**config.mk**
```make
export PLATFORM = sky130hd
export DESIGN_NAME = dcache_ctrl
export DESIGN_NICKNAME = d
export VERILOG_FILES = /design/src/rtl/dcache_pkg.sv /design/src/rtl/dcache_array.sv /design/src/rtl/dcache_ctrl.sv
export SDC_FILE = /design/constraint.sdc
export NUM_CORES = 2
export LEC_CHECK = 0
export ABC_CLOCK_PERIOD_IN_PS = 7100
export CAP_MARGIN = 5
export CORE_MARGIN = 1.5
export CORE_UTILIZATION = 50
export CTS_CLUSTER_DIAMETER = 150
export DETAILED_ROUTE_END_ITERATION = 10
export GPL_ROUTABILITY_DRIVEN = 0
export PLACE_DENSITY = 0.66
export REMOVE_ABC_BUFFERS = 1
export SLEW_MARGIN = 20
export SYNTH_ARGS = -nofsm -noshare
export SYNTH_HDL_FRONTEND = slang
export SYNTH_MEMORY_MAX_BITS = 65536
export SYNTH_SLANG_ARGS = --single-unit
```
**constraint.sdc**
```tcl
create_clock -name clk -period 7.1 [get_ports clk]
set_input_delay 1.42 -clock clk [delete_from_list [all_inputs] [get_ports clk]]
set_output_delay 1.42 -clock clk [all_outputs]
set_load 0.005 [all_outputs]
```
**src/rtl/dcache_pkg.sv**
```systemverilog
// Shared constants, state encoding and address-split helpers for the data cache.
// Optional refill-to-load forwarding is built when DCACHE_FWD_EN is defined.
package dcache_pkg;

  localparam int DC_ADDR_W  = 10;
  localparam int DC_DATA_W  = 32;
  localparam int DC_INDEX_W = 5;
  localparam int LINE_WORDS = 4;
  localparam int OFFSET_W   = 2;
  localparam int TAG_W      = DC_ADDR_W - OFFSET_W - DC_INDEX_W;

  typedef logic [1:0] state_t;

  localparam state_t IDLE   = 2'd0;
  localparam state_t REFILL = 2'd1;
  localparam state_t WRITE  = 2'd2;

  function automatic logic [DC_INDEX_W-1:0] addr_index(
    input logic [DC_ADDR_W-1:0] a
  );
    return a[OFFSET_W +: DC_INDEX_W];
  endfunction

  function automatic logic [TAG_W-1:0] addr_tag(
    input logic [DC_ADDR_W-1:0] a
  );
    return a[DC_ADDR_W-1 -: TAG_W];
  endfunction

  function automatic logic [OFFSET_W-1:0] addr_offset(
    input logic [DC_ADDR_W-1:0] a
  );
    return a[OFFSET_W-1:0];
  endfunction

endpackage

```
**src/rtl/dcache_array.sv**
```systemverilog
// Valid/tag/data storage: combinational lookup, one write port (line or word).
// Valid bits clear synchronously on RST; tag and data arrays are not reset.
module dcache_array
  import dcache_pkg::*;
#(
  parameter int INDEX_W = DC_INDEX_W,
  parameter int DATA_W  = DC_DATA_W
) (
  input  logic                         clk,
  input  logic                         RST,
  input  logic [INDEX_W-1:0]           rd_idx,
  input  logic [OFFSET_W-1:0]          rd_off,
  input  logic [TAG_W-1:0]             rd_tag,
  output logic                         hit,
  output logic [DATA_W-1:0]            rdata,
  input  logic                         line_we,
  input  logic                         word_we,
  input  logic [INDEX_W-1:0]           wr_idx,
  input  logic [OFFSET_W-1:0]          wr_off,
  input  logic [TAG_W-1:0]             wr_tag,
  input  logic [LINE_WORDS*DATA_W-1:0] line_wd,
  input  logic [DATA_W-1:0]            word_wd
);

  localparam int LINES = 1 << INDEX_W;

  logic [LINES-1:0]  valid;
  logic [TAG_W-1:0]  tags [LINES];
  logic [DATA_W-1:0] data [LINES][LINE_WORDS];

  assign hit   = valid[rd_idx] && (tags[rd_idx] == rd_tag);
  assign rdata = valid[rd_idx] ? data[rd_idx][rd_off] : '0;

  always_ff @(posedge clk) begin
    if (RST)
      valid <= '0;
    else if (line_we)
      valid[wr_idx] <= 1'b1;
  end

  always_ff @(posedge clk) begin
    if (line_we) begin
      tags[wr_idx] <= wr_tag;
      for (int k = 0; k < LINE_WORDS; k++)
        data[wr_idx][k] <= line_wd[k*DATA_W +: DATA_W];
    end else if (word_we) begin
      data[wr_idx][wr_off] <= word_wd;
    end
  end

endmodule

```
**src/rtl/dcache_ctrl.sv**
```systemverilog
// Direct-mapped write-through, no-write-allocate data cache controller.
// DCACHE_FWD_EN forwards the refilled word to the load in the mem_ready cycle.
module dcache_ctrl
  import dcache_pkg::*;
#(
  parameter int ADDR_W  = DC_ADDR_W,
  parameter int DATA_W  = DC_DATA_W,
  parameter int INDEX_W = DC_INDEX_W
) (
  input  logic                         clk,
  input  logic                         RST,
  input  logic                         cpu_rd_en,
  input  logic                         cpu_wr_en,
  input  logic [ADDR_W-1:0]            cpu_addr,
  input  logic [DATA_W-1:0]            cpu_wd,
  output logic [DATA_W-1:0]            cpu_rd,
  output logic                         stall,
  output logic                         mem_rd_en,
  output logic                         mem_miss,
  output logic                         mem_wr_en,
  output logic [ADDR_W-1:0]            mem_addr,
  output logic [DATA_W-1:0]            mem_wd,
  input  logic [LINE_WORDS*DATA_W-1:0] mem_rd,
  input  logic                         mem_ready
);

  state_t state, nxt;

  logic [INDEX_W-1:0]  idx;
  logic [TAG_W-1:0]    tag;
  logic [OFFSET_W-1:0] off;
  logic                hit;
  logic [DATA_W-1:0]   arr_rd;
  logic                line_we, word_we;

  assign idx = addr_index(cpu_addr);
  assign tag = addr_tag(cpu_addr);
  assign off = addr_offset(cpu_addr);

  dcache_array #(
    .INDEX_W (INDEX_W),
    .DATA_W  (DATA_W)
  ) u_array (
    .clk     (clk),
    .RST     (RST),
    .rd_idx  (idx),
    .rd_off  (off),
    .rd_tag  (tag),
    .hit     (hit),
    .rdata   (arr_rd),
    .line_we (line_we & ~RST),
    .word_we (word_we & ~RST),
    .wr_idx  (idx),
    .wr_off  (off),
    .wr_tag  (tag),
    .line_wd (mem_rd),
    .word_wd (cpu_wd)
  );

  always_comb begin
    nxt     = state;
    stall   = 1'b0;
    cpu_rd  = arr_rd;
    line_we = 1'b0;
    word_we = 1'b0;
    case (state)
      IDLE: begin
        if (cpu_wr_en) begin
          stall   = 1'b1;
          word_we = hit;
          nxt     = WRITE;
        end else if (cpu_rd_en && !hit) begin
          stall = 1'b1;
          nxt   = REFILL;
        end
      end
      REFILL: begin
        stall = 1'b1;
        if (mem_ready) begin
          line_we = 1'b1;
          nxt     = IDLE;
`ifdef DCACHE_FWD_EN
          stall   = 1'b0;
          cpu_rd  = mem_rd[off*DATA_W +: DATA_W];
`endif
        end
      end
      WRITE: begin
        stall = !mem_ready;
        if (mem_ready)
          nxt = IDLE;
      end
      default: nxt = IDLE;
    endcase
  end

  // Memory side is Moore: enables come from the registered state only.
  always_comb begin
    mem_rd_en = (state == REFILL);
    mem_miss  = (state == REFILL);
    mem_wr_en = (state == WRITE);
    mem_addr  = '0;
    mem_wd    = '0;
    if (state == REFILL)
      mem_addr = {cpu_addr[ADDR_W-1:OFFSET_W], {OFFSET_W{1'b0}}};
    else if (state == WRITE) begin
      mem_addr = cpu_addr;
      mem_wd   = cpu_wd;
    end
  end

  always_ff @(posedge clk) begin
    if (RST)
      state <= IDLE;
    else
      state <= nxt;
  end

endmodule

```
* Yosys cells after proc, flatten, opt, wreduce, memory -nomap -nowiden
Memories as Yosys holds them, arrays and structs flattened.
Cells that the tools add are included.
** Storage, ports and cells
- Memories :: 2
- Register bits after elaboration :: 34
- Word-level logic and storage cells :: 313
- RAM bits :: 4192
** Operators by class
- Equality and inequality tests :: 5
- Reduce and logical (&&, ||, !) cells :: 9
- Muxes and demuxes :: 158
- $lt $le $gt $ge :: 4
- Bitwise operators :: 133
** Memories
- u_array.data :: depth 32, width 128, read ports 1, clocked after Yosys merged registers in 0, wr ports 1, line dcache_array.sv:29 : logic [DATA_W-1:0] data [LINES][LINE_WORDS];
- u_array.tags :: depth 32, width 3, read ports 1, clocked after Yosys merged registers in 0, wr ports 1, line dcache_array.sv:28 : logic [TAG_W-1:0] tags [LINES];
** Operators with widths (number)
- $mux W32 :: 6
- $mux W1 :: 140
- $mux W128 :: 1
- $or A1 B1 Y1 :: 128
- $bmux W32 S2 :: 1
- $demux W32 S2 :: 1
- $or A32 B32 Y32 :: 1
- $mux W10 :: 2
- $lt A5 B6 Y1 const B :: 1
- $mux W2 :: 3
- $bmux W1 S5 :: 1
- $demux W1 S5 :: 1
- $ge A5 B1 Y1 const B :: 1
- $logic_and A1 B1 Y1 :: 4
- $pmux W2 S2 :: 1
- $eq A3 B3 Y1 :: 1
- $ge A3 B3 Y1 const B :: 1
- $lt A3 B1 Y1 const B :: 1
- $ne A3 B3 Y1 const B :: 1
- $not A2 Y3 :: 1
- $pmux W1 S3 :: 1
- $and A1 B1 Y1 :: 2
- $eq A2 B1 Y1 const B :: 1
- $eq A2 B2 Y1 const B :: 1
- other kinds (6) :: 7

* Longest topological paths before layout
- Depth in word-level cells :: 10
- Gate-level depth with buffers :: 13
- Mapped depth without buffers :: 8

* Hierarchy
From an unflattened synthesis, not the netlist that was laid out.
** Second synthesis, totals
- Cells, all modules :: 7870
- Area, all modules :: 164462.7 um2
** Modules (own cells, without submodules)
- dcache_array :: area each 163946.0 um2, times used 1, sequential area each 126521.3 um2, cells each 7797
- dcache_ctrl :: area each 516.7 um2, times used 1, sequential area each 40.0 um2, cells each 73

* Worst setup path after synthesis
Ideal clock, no wire load.
- Path type :: input to register
- Start point :: input cpu_addr[3]
- End point :: memory u_array.data[0][0] (netlist name), enable pin
- Arrival :: 5.238 ns
- Setup slack :: 1.431 ns
- Buffers on the path :: 4
- Cell stages on the path :: 11
- Cells stage by stage :: buf_2 buf_2 or3b_1 o32ai_1 nor2_1 o221ai_1 mux2i_2 nand4_4 buf_2 buf_2 a21oi_1
** Between the ends
- Longest elaborated chain between the ends :: 10
- Elaborated cells between the ends (all ways) :: 12
- Classes of those cells :: eq/ne (1); mux (7); bitwise (2); reduce/logical (1); memory (1)
** RTL lines
- start, declared :: line dcache_ctrl.sv:14 : input logic [ADDR_W-1:0] cpu_addr,
- $mem_v2 Z32 W3 or $bmux W1 S5 (tied branches)
- $eq A3 B3 Y1 or $mux W1 (tied branches) :: line dcache_array.sv:31 : assign hit = valid[rd_idx] && (tags[rd_idx] == rd_tag);
- $logic_and A1 B1 Y1 :: line dcache_array.sv:31
- $mux W1 :: line dcache_ctrl.sv:68 : if (cpu_wr_en) begin
- $mux W1 :: line dcache_ctrl.sv:66 : case (state)
- $and A1 B1 Y1 :: line dcache_ctrl.sv:52 : .word_we (word_we & ~RST),
- $mux W1 :: line dcache_array.sv:46 : end else if (word_we) begin
- $mux W1 :: line dcache_array.sv:42 : if (line_we) begin
- $mux W128 (not written as such) :: line dcache_array.sv:47 : data[wr_idx][wr_off] <= word_wd;
- $or A1 B1 Y1 (no line)
- end, declared :: line dcache_array.sv:29
Parallel ways exist; a longest one is shown, timed or not. The select of a mux whose other input is x is not followed.

* Worst setup path after layout
- Start point :: input cpu_addr[6]
- End point :: output cpu_rd[13]
** Between the ends
- Longest elaborated chain between the ends :: 5
- Elaborated cells between the ends (all ways) :: 7
- Classes of those cells :: mux (6); memory (1)
** RTL lines
- $mem_v2 Z32 W128
- $bmux W32 S2 :: line dcache_array.sv:32 : assign rdata = valid[rd_idx] ? data[rd_idx][rd_off] : '0;
- $mux W32 (not written as such) (2 in a row) :: line dcache_array.sv:32
- $mux W32 (*) :: line dcache_array.sv:32
- end, declared :: line dcache_ctrl.sv:16 : output logic [DATA_W-1:0] cpu_rd,
Every way passes the cells marked *; elsewhere a longest branch is shown, timed or not. The select of a mux whose other input is x is not followed.

==> results.sh <==
export IMPL_slew_headroom_pct=20.50
export IMPL_first_pass_iters=6
export IMPL_ant_nets=0
export IMPL_p_per_area_nw_per_um2=279.6
export IMPL_rsz0062_at_grt="no"
export IMPL_clock_skew_ns=0.06731
export IMPL_vias=83250
export IMPL_timing_reg2reg_setup_slack_ns=2.77
export IMPL_cts_setup_buffers=0
export IMPL_grt_pass1_wl_um=671400
export IMPL_failed_checks="setup timing"
export IMPL_ys_ff_latch=4226
export IMPL_die_height_um=572.3
export IMPL_syn_inst=7023
export IMPL_holdCritPathClass="reg2reg"
export IMPL_clkTransAtPathRegs_ns=0.07
export IMPL_cap_violations=0
export IMPL_slew_violations=0
export IMPL_cp_max_fo=30
export IMPL_synth_ff_type="edfxtp_1"
export IMPL_syn_to_final_growth_pct=15.89
export IMPL_switchingPower_mw=11.38
export IMPL_grt_overflow=0
export IMPL_grt_pass1_vias=81930
export IMPL_syn_avg_cell_area_um2=23.07
export IMPL_drc_errors=0
export IMPL_cts_hold_fix_buffers=0
export IMPL_avgRoutedWirePerCell_um=39.89
export IMPL_dp_cells=11570
export IMPL_multi_input_area_um2=34640
export IMPL_ir_drop_mv=0.1920
export IMPL_io_pins=253
export IMPL_portBuffers=252
export IMPL_synthArstFlopShare_pct=0
export IMPL_yosysSeqAreaShare_pct=78.11
export IMPL_start_util_pct=50.37
export IMPL_outcome="finished with violations"
export IMPL_seq_power_share_pct=52.3
export IMPL_synth_edf_count=4192
export IMPL_nFillCells=22700
export IMPL_power_frac_comb_pct=5.7
export IMPL_fin_crit_sh_pct=100.4
export IMPL_p_int_mw=41.12
export IMPL_cts_tree="built"
export IMPL_num_rows=208
export IMPL_dp_slack_ns=0.001273
export IMPL_finalSetupViolations=1
export IMPL_critPathLaunchType="input pin"
export IMPL_fin_ws_ns=-0.03153
export IMPL_pwr_share_clk_pct=42.1
export IMPL_nets=7864
export IMPL_syn_area_um2=162000
export IMPL_synth_distinct_cells=67
export IMPL_drtIter0Drc=12600
export IMPL_insertion_delay_ns=0.99
export IMPL_cts_root_buf="clkbuf_16"
export IMPL_cts_max_level=5
export IMPL_regArea_um2=126600
export IMPL_grt_start_max_net_pins=74
export IMPL_dp_hpwl_um=290500
export IMPL_worstSetupEndpointType="primary output"
export IMPL_core_area_um2=321700
export IMPL_grtUsageTotal_pct=30.15
export IMPL_wirelength_um=494300
export IMPL_path_class="in2out"
export IMPL_antenna_found_initial=58
export IMPL_finalSetupTns_ns=-0.03153
export IMPL_clk_path_buf_depth=4
export IMPL_drive_gt1_share_pct=29.29
export IMPL_clock_sinks=4226
export IMPL_die_width_um=572.3
export IMPL_max_freq_mhz=140.2
export IMPL_holdWs_ns=0.4730
export IMPL_switching_share_pct=21.68
export IMPL_worstPathRequired_ns=5.68
export IMPL_final_cell_mix="edfxtp_1 (4,192), mux4_2 (1,054), a22oi_1 (477), clkbuf_16 (420), buf_4 (301)"
export IMPL_post_route_util_pct=58.37
export IMPL_dieArea_um2=327500
export IMPL_period_minus_slack_ns=7.132
export IMPL_finalNonFillerCells=12390
export IMPL_final_common_cell="edfxtp_1"
export IMPL_leakage_nw=57.78
export IMPL_tightest_slew_ns=1.189
export IMPL_hold_viol=0
export IMPL_synth_warning_count=0
export IMPL_viasPerCell=6.719
export IMPL_cts_made_buffers=414
export IMPL_crit_arrival_ns=5.71
## per-stage QoR
stage	cell area [um2]	total power, mW
4_1_cts	187600	52.61
2_1_floorplan	160100	29.15
5_1_grt	187700	53.64
3_3_place_gp	174000	30.89
3_5_place_dp	174000	30.93
6_report	187800	52.50
## final timing paths
path / start / to / cells past startpoint
min: u_array.valid[28] / u_array.valid[28] / 2
max: cpu_addr[6] / cpu_rd[13] / 13
max reg2reg: u_array.tags[21][2] / u_array.data[17][38] / 8
min reg2reg: u_array.valid[28] / u_array.valid[28] / 2
## sequential cells by signal, indices dropped and copies added, names as in the netlist
register	cells
u_array.data	4096
u_array.tags	96
u_array.valid	32
state	2
## synth_stat cells, types with 2 or more instances
cell type | count | share of area (%)
a211oi_1 | 2 | 0.0093
a21oi_1 | 99 | 0.31
a221oi_1 | 19 | 0.10
a22o_1 | 19 | 0.10
a22oi_1 | 477 | 2.2
a2bb2oi_1 | 2 | 0.011
a31oi_1 | 2 | 0.0077
and2_1 | 68 | 0.26
and3b_1 | 3 | 0.016
and4_1 | 2 | 0.011
buf_1 | 12 | 0.028
buf_2 | 135 | 0.42
buf_4 | 10 | 0.046
buf_6 | 17 | 0.12
clkbuf_1 | 258 | 0.60
dfxtp_1 | 34 | 0.42
edfxtp_1 | 4192 | 78
ha_1 | 4 | 0.031
inv_1 | 39 | 0.090
mux2_1 | 26 | 0.18
mux2_2 | 60 | 0.42
mux2_4 | 53 | 0.49
mux2i_1 | 38 | 0.23
mux4_2 | 1054 | 15
nand2_1 | 44 | 0.10
nand2b_1 | 10 | 0.039
nand3b_1 | 4 | 0.019
nand4_1 | 129 | 0.50
nand4b_1 | 2 | 0.011
nor2_1 | 57 | 0.13
nor2b_1 | 5 | 0.019
nor3b_1 | 2 | 0.0093
o211ai_1 | 10 | 0.046
o21ai_0 | 21 | 0.065
o21ba_2 | 32 | 0.20
o221ai_1 | 5 | 0.027
o22ai_1 | 40 | 0.15
o32a_1 | 2 | 0.012
o32ai_1 | 6 | 0.032
or4b_2 | 2 | 0.012
## cells by family (layout without fill, tap and decap cells)
kind of cell,after synthesis,in the layout,share of synthesized area [%]
AOI/OAI and AO/OA,746,746,3.360
and+or+nand+nor,343,343,1.214
DFF,4226,4226,78.11
muxes,1232,1232,15.98
other,0,55,0
buffers and inverters,471,1478,1.297
xor gates and xnor gates,1,1,0.005406
adders and majority gates,4,4,0.03089
## repair_timing
item	4_1_cts	5_1_grt
endpoints found under the setup margin	1	2
endpoints found under the hold margin	0	0
gates resized for setup	1	2
## final cells by class
type / count / share of cell area (%)
sequential: 4226 / 67.40
inverter: 39 / 0.07796
timing repair buffer: 678 / 3.881
clock inverter: 276 / 1.521
tap: 4305 / 2.869
antenna: 55 / 0.07330
clock buffer: 485 / 5.727
multi-input combinational: 2326 / 18.45
## worst max-delay path: stages
cell	delay, ns
clkdlybuf4s50_1	0.80
buf_4	0.24
nand2b_1	0.19
nor2_4	0.07
buf_12	0.21
buf_4	0.21
a22oi_1	0.17
nand4_1	0.40
o21ai_2	0.92
buf_4	0.23
o21ai_0	0.11
and2_1	0.21
clkdlybuf4s50_1	0.46
## power groups by stage
stage | clock network [mW] | logic, mW | registers [mW]
after floorplan | 0 | 1.18 | 28.0
after global placement | 0 | 2.90 | 28.0
after detailed placement | 0 | 2.94 | 28.0
after CTS | 22.2 | 2.95 | 27.5
after global routing | 23.1 | 3.05 | 27.4
final | 22.1 | 2.97 | 27.5
## per-layer routing
layer / GRT usage, % / vias up / part of all wire [%]
met4: 15.41 / 12 / 5.8
met2: 46.49 / 5529 / 47
met1: 40.79 / 44990 / 36
met5: 0 / - / 0.017
met3: 6.669 / 948 / 11
li1: - / 31770 / -
Note: power is estimated with default switching activity, not from simulation.
